File: config.mk
export PLATFORM = sky130hd
export DESIGN_NAME = rle_decompressor
export DESIGN_NICKNAME = d
export VERILOG_FILES = /design/src/rtl/rle_pkg.sv /design/src/rtl/rle_decompressor.sv
export SDC_FILE = /design/constraint.sdc
export NUM_CORES = 1
export LEC_CHECK = 0
export ABC_CLOCK_PERIOD_IN_PS = 4610
export CORE_AREA = 2 2 112 114
export CTS_BUF_LIST = sky130_fd_sc_hd__clkbuf_8
export DETAILED_ROUTE_END_ITERATION = 16
export DIE_AREA = 0 0 114 116
export GPL_ROUTABILITY_DRIVEN = 0
export PLACE_DENSITY_LB_ADDON = 0.08
export SYNTH_ARGS = -nofsm -noshare
export SYNTH_HDL_FRONTEND = slang
export SYNTH_SLANG_ARGS = --single-unit
File: constraint.sdc
create_clock -name clk -period 4.61 [get_ports clk]
set_input_delay 0.461 -clock clk [delete_from_list [all_inputs] [get_ports clk]]
set_output_delay 0.461 -clock clk [all_outputs]
set_load 0.01 [all_outputs]
File: src/rtl/rle_pkg.sv
// Shared definitions for the pixel RLE compressor / decompressor pair.
// Holds the FSM state type, default widths and the saturating counter helper.
package rle_pkg;

    localparam int RLE_DATA_WIDTH  = 8;
    localparam int RLE_COUNT_WIDTH = 8;
    localparam int RLE_STAT_WIDTH  = 16;

    typedef enum logic [1:0] {
        IDLE,
        ACCEPT,
        EMIT,
        DONE
    } rle_state_t;

    // Increment v, clamping at 2^w-1 (w up to 32).
    function automatic logic [31:0] sat_inc(
        input logic [31:0] v,
        input int unsigned w
    );
        logic [31:0] max;
        max = (w >= 32) ? '1 : ((32'd1 << w) - 32'd1);
        return (v >= max) ? max : v + 32'd1;
    endfunction

endpackage

File: src/rtl/rle_decompressor.sv
// Run-length decoder: expands (pixel, count) pairs into a ready/valid
// pixel stream and keeps per-frame pair/pixel statistics.
module rle_decompressor
    import rle_pkg::*;
#(
    parameter int DATA_WIDTH  = RLE_DATA_WIDTH,
    parameter int COUNT_WIDTH = RLE_COUNT_WIDTH,
    parameter int STAT_WIDTH  = RLE_STAT_WIDTH
) (
    input  logic                   clk,
    input  logic                   rst,
    input  logic                   start,
    input  logic [DATA_WIDTH-1:0]  data_in,
    input  logic [COUNT_WIDTH-1:0] count_in,
    input  logic                   last_in,
    input  logic                   valid_in,
    output logic                   in_ready,
    output logic [DATA_WIDTH-1:0]  pixel_out,
    output logic                   valid_out,
    input  logic                   out_ready,
    output logic                   done,
    output logic                   err,
    output logic [STAT_WIDTH-1:0]  pair_count,
    output logic [STAT_WIDTH-1:0]  pixel_count
);

    rle_state_t             state, state_nx;
    logic [DATA_WIDTH-1:0]  pix_q;
    logic [COUNT_WIDTH-1:0] remaining;
    logic                   last_q;
    logic                   pair_xfer;
    logic                   pix_xfer;
    logic                   run_end;

    assign pair_xfer = valid_in & (state == ACCEPT);
    assign pix_xfer  = out_ready & (state == EMIT);
    assign run_end   = pix_xfer & (remaining == COUNT_WIDTH'(1));
    assign pixel_out = pix_q;

    always_ff @(posedge clk or negedge rst) begin
        if (!rst) begin
            state <= IDLE;
        end else begin
            state <= state_nx;
        end
    end

    always_comb begin
        state_nx  = state;
        in_ready  = 1'b0;
        valid_out = 1'b0;
        done      = 1'b0;
        unique case (state)
            IDLE: begin
                if (start) state_nx = ACCEPT;
            end
            ACCEPT: begin
                in_ready = 1'b1;
                if (pair_xfer) begin
                    if (count_in != '0) state_nx = EMIT;
                    else if (last_in)   state_nx = DONE;
                end
            end
            EMIT: begin
                valid_out = 1'b1;
                if (run_end) state_nx = last_q ? DONE : ACCEPT;
            end
            DONE: begin
                done     = 1'b1;
                state_nx = IDLE;
            end
            default: state_nx = IDLE;
        endcase
    end

    always_ff @(posedge clk or negedge rst) begin
        if (!rst) begin
            pix_q       <= '0;
            remaining   <= '0;
            last_q      <= 1'b0;
            err         <= 1'b0;
            pair_count  <= '0;
            pixel_count <= '0;
        end else begin
            if (state == IDLE && start) begin
                err         <= 1'b0;
                pair_count  <= '0;
                pixel_count <= '0;
            end
            if (pair_xfer) begin
                pix_q      <= data_in;
                remaining  <= count_in;
                last_q     <= last_in;
                pair_count <= STAT_WIDTH'(sat_inc(32'(pair_count), STAT_WIDTH));
                // A zero-length run emits nothing but flags the frame.
                if (count_in == '0) err <= 1'b1;
            end
            if (pix_xfer) begin
                remaining   <= remaining - COUNT_WIDTH'(1);
                pixel_count <= STAT_WIDTH'(sat_inc(32'(pixel_count), STAT_WIDTH));
            end
        end
    end

endmodule

==> flow_summary.toml <==
[logic_synthesis]
ys.flop_type = "dfrtp_1"
synthAdderAreaFrac_pct = 1.775
synth_edf_count = 0
yosys.area.top_type = "dfrtp_1"
syn_area_um2 = 2819
synth-seq-cells = 52
yosys.area_share.xor_xnor_pct = 0
ys_async_sr_fraction_pct = 100.0
syn_nets = 335
yosys.area_share.simple_pct = 31.25
yosys_warnings = 0
synthMuxAreaShare_pct = 0
synth_compound_area_share_pct = 17.84
ys_top_cells_by_area = "dfrtp_1, nand2_1, nor3_1"
synthDominantCellAreaShare_pct = 46.16
ys_seq_area_share_pct = 46.16
syn_avg_cell_area_um2 = 9.123
synth_top_family_by_area = "simple AND/OR/NAND/NOR gates"
syn_inst = 309
synth.distinct_cells = 52

[clocking]
htreeDepth = 2
clkTransAtPathRegs_ps = 100
clock-root-buffer = "clkbuf_8"
cts_resized = 0
cts_tree = "done"
post_cts_buffers = 0
cts.path.max_buffers = 2
clk_latency_ps = 310
cts_made_buffers = 5
numClockSinks = 52
ctsHoldBuffers = 0

[grt]
grt_max_degree = 53
grt_pass1_wl_mm = 13.44
grt_pass1_vias = 2594
grt_antenna_before_repair = 0
grt.total_usage_pct = 12.60
grt_overflow = 0

[worst_setup_path]
cp_common_cell = "nor3_1"
critPathKind = "in -> reg"
critPathSlowestCell = "nor3_1"
crit_fanout = 14
critPathRequiredTime_ps = 4800
path_cells = "clkdlybuf4s50_1 -> nand3b_1 -> nor3_1 -> and4bb_2 -> nor3_1"
worst_path_largest_cell_delay_ps = 740
worstPathArrival_ps = 2520
crit_path_end_kind = "register"
critPathLaunchType = "input port"

[detailed_routing]
drt-pass1-iter-count = 4
wl_per_cell_um = 15.81
vias_per_cell = 5.037
drt-initial-drc-count = 140
drt-total-wl_mm = 8.176
antenna_left = 0
vias = 2604
drc_errors = 0

[layout]
final_nets = 395
final_cell_area_um2 = 3692
fillers = 1266
drive_gt1_share_pct = 7.838
regArea_um2 = 1301
syn_to_final_growth_pct = 30.98
mostFrequentLayoutCell = "clkdlybuf4s50_1"
antenna_cells = 0
multi_input_area_um2 = 1434
most-common-layout-cells = "clkdlybuf4s50_1, dfrtp_1, nand2_1"

[timing]
finalMaxSlewViolations = 0
fin_skew_ps = 8.309
tightest_slew_ps = 806.4
setup_violations = 0
maxSlewHeadroom_pct = 46.24
fmax_mhz = 430.1
hold_viol = 0
finalCritPeriodShare_pct = 50.43
fin_crit_ps = 2325
rsz0062_at_grt = "no"
timing.setup.tns_ps = 0

[place]
detailed_place_hpwl_mm = 5.616
placed_area_um2 = 3602
numPortBuffers = 65

[run]
drv_cap = 0

[status]
outcome = "finished clean"

[floorplan]
coreArea_um2 = 11910
die_w_um = 114
die_area_um2 = 13220
initial_core_util_pct = 23.67
die_h_um = 116
ios = 66
rows = 40

[power_and_ir_drop]
ir_drop_mv = 0.1668
leakage_nw = 1.456
powerDensity_nw_per_um2 = 414.1

[hold_path]
min_path_type = "in -> async"
metal layers:
layer,track usage [%],share of wire [%]
met3,1.831,3.2
met1,17.56,49
met5,0,0
met4,3.659,0.94
met2,20.40,46
path summary, 6_finish.rpt:
check | start | to | cells after the start | slack (ps)
worst min-delay path | rst | remaining[4]$_DFFE_PN0P_ | 2 | 270
max in group asynchronous | rst | pair_count[1]$_DFFE_PN0P_ | 2 | 3860
min in group clk | pixel_out[3]$_DFFE_PN0P_ | pixel_out[3]$_DFFE_PN0P_ | 2 | 490
worst max-delay path | out_ready | pixel_count[8]$_DFFE_PN0P_ | 5 | 2290
worst max register to register | state[0]$_DFFE_PN0P_ | pixel_count[8]$_DFFE_PN0P_ | 4 | 2310
worst min register to register | pixel_out[3]$_DFFE_PN0P_ | pixel_out[3]$_DFFE_PN0P_ | 2 | 490
power breakdown:
group / switching [W] / internal (W)
clock: 0.000156 / 0.000119
combinational: 0.000294 / 0.000274
sequential: 0.000127 / 0.000558
total: 0.000578 / 0.000951
stage by stage:
| step | power, W | hold WS (ps) | utilization (%) | worst slack (ps) | std cells |
|---|---|---|---|---|---|
| final | 0.001529 | 265.0 | 31.00 | 2285 | 517 |
| after floorplan | 0.001005 | 165.4 | - | 2853 | 309 |
| after global placement | 0.001277 | 463.5 | 30.24 | 1951 | 509 |
| after CTS | 0.001559 | 307.7 | 31.00 | 2265 | 517 |
| after global routing | 0.001659 | 337.9 | 31.00 | 2119 | 517 |
| after detailed placement | 0.001270 | 466.3 | 30.24 | 1921 | 509 |
critical path, delay by kind of cell:
kind | cells | cell delay [ps]
AND/OR/NAND/NOR | 4 | 1560
buffers and inverters | 1 | 500
Yosys cell counts, types with 2 or more instances:
master,number
nand3_1,14
o221a_2,5
nand4_4,2
nand3b_1,2
nor4_1,7
o21ai_0,9
a221o_1,2
and2_1,4
o21a_1,2
nor2_1,24
nand4_1,12
o211ai_1,4
nor2b_1,4
a21oi_2,3
and3_1,4
inv_1,4
ha_1,4
nand2_1,51
a211oi_1,4
and4bb_2,2
and4_1,4
a21oi_1,18
dfrtp_1,52
o211a_1,2
or4_4,2
and3b_1,2
buf_2,3
clkbuf_1,9
nor3_1,19
a31oi_1,13
layout make-up:
cell class                      count  area share (%)
Tap cell                          147           4.981
Sequential cell                    52           35.24
Clock buffer                        6           2.237
Clock inverter                      2          0.2033
Multi-Input combinational cell    238           38.83
Inverter                            4          0.4066
Timing Repair Buffer               68           18.10
sequential cells by signal, summed over array words and instances (netlist names):
name         count
last_q           1
state            2
remaining        8
pixel_count     16
pair_count      16
pixel_out        8
err              1
logic make-up after synthesis:
group,after synthesis
buffers and inverters,19
AOI/OAI and AO/OA,72
adders and majority gates,4
DFF,52
and+or+nand+nor,162
Note: power is estimated with default switching activity, not from simulation.
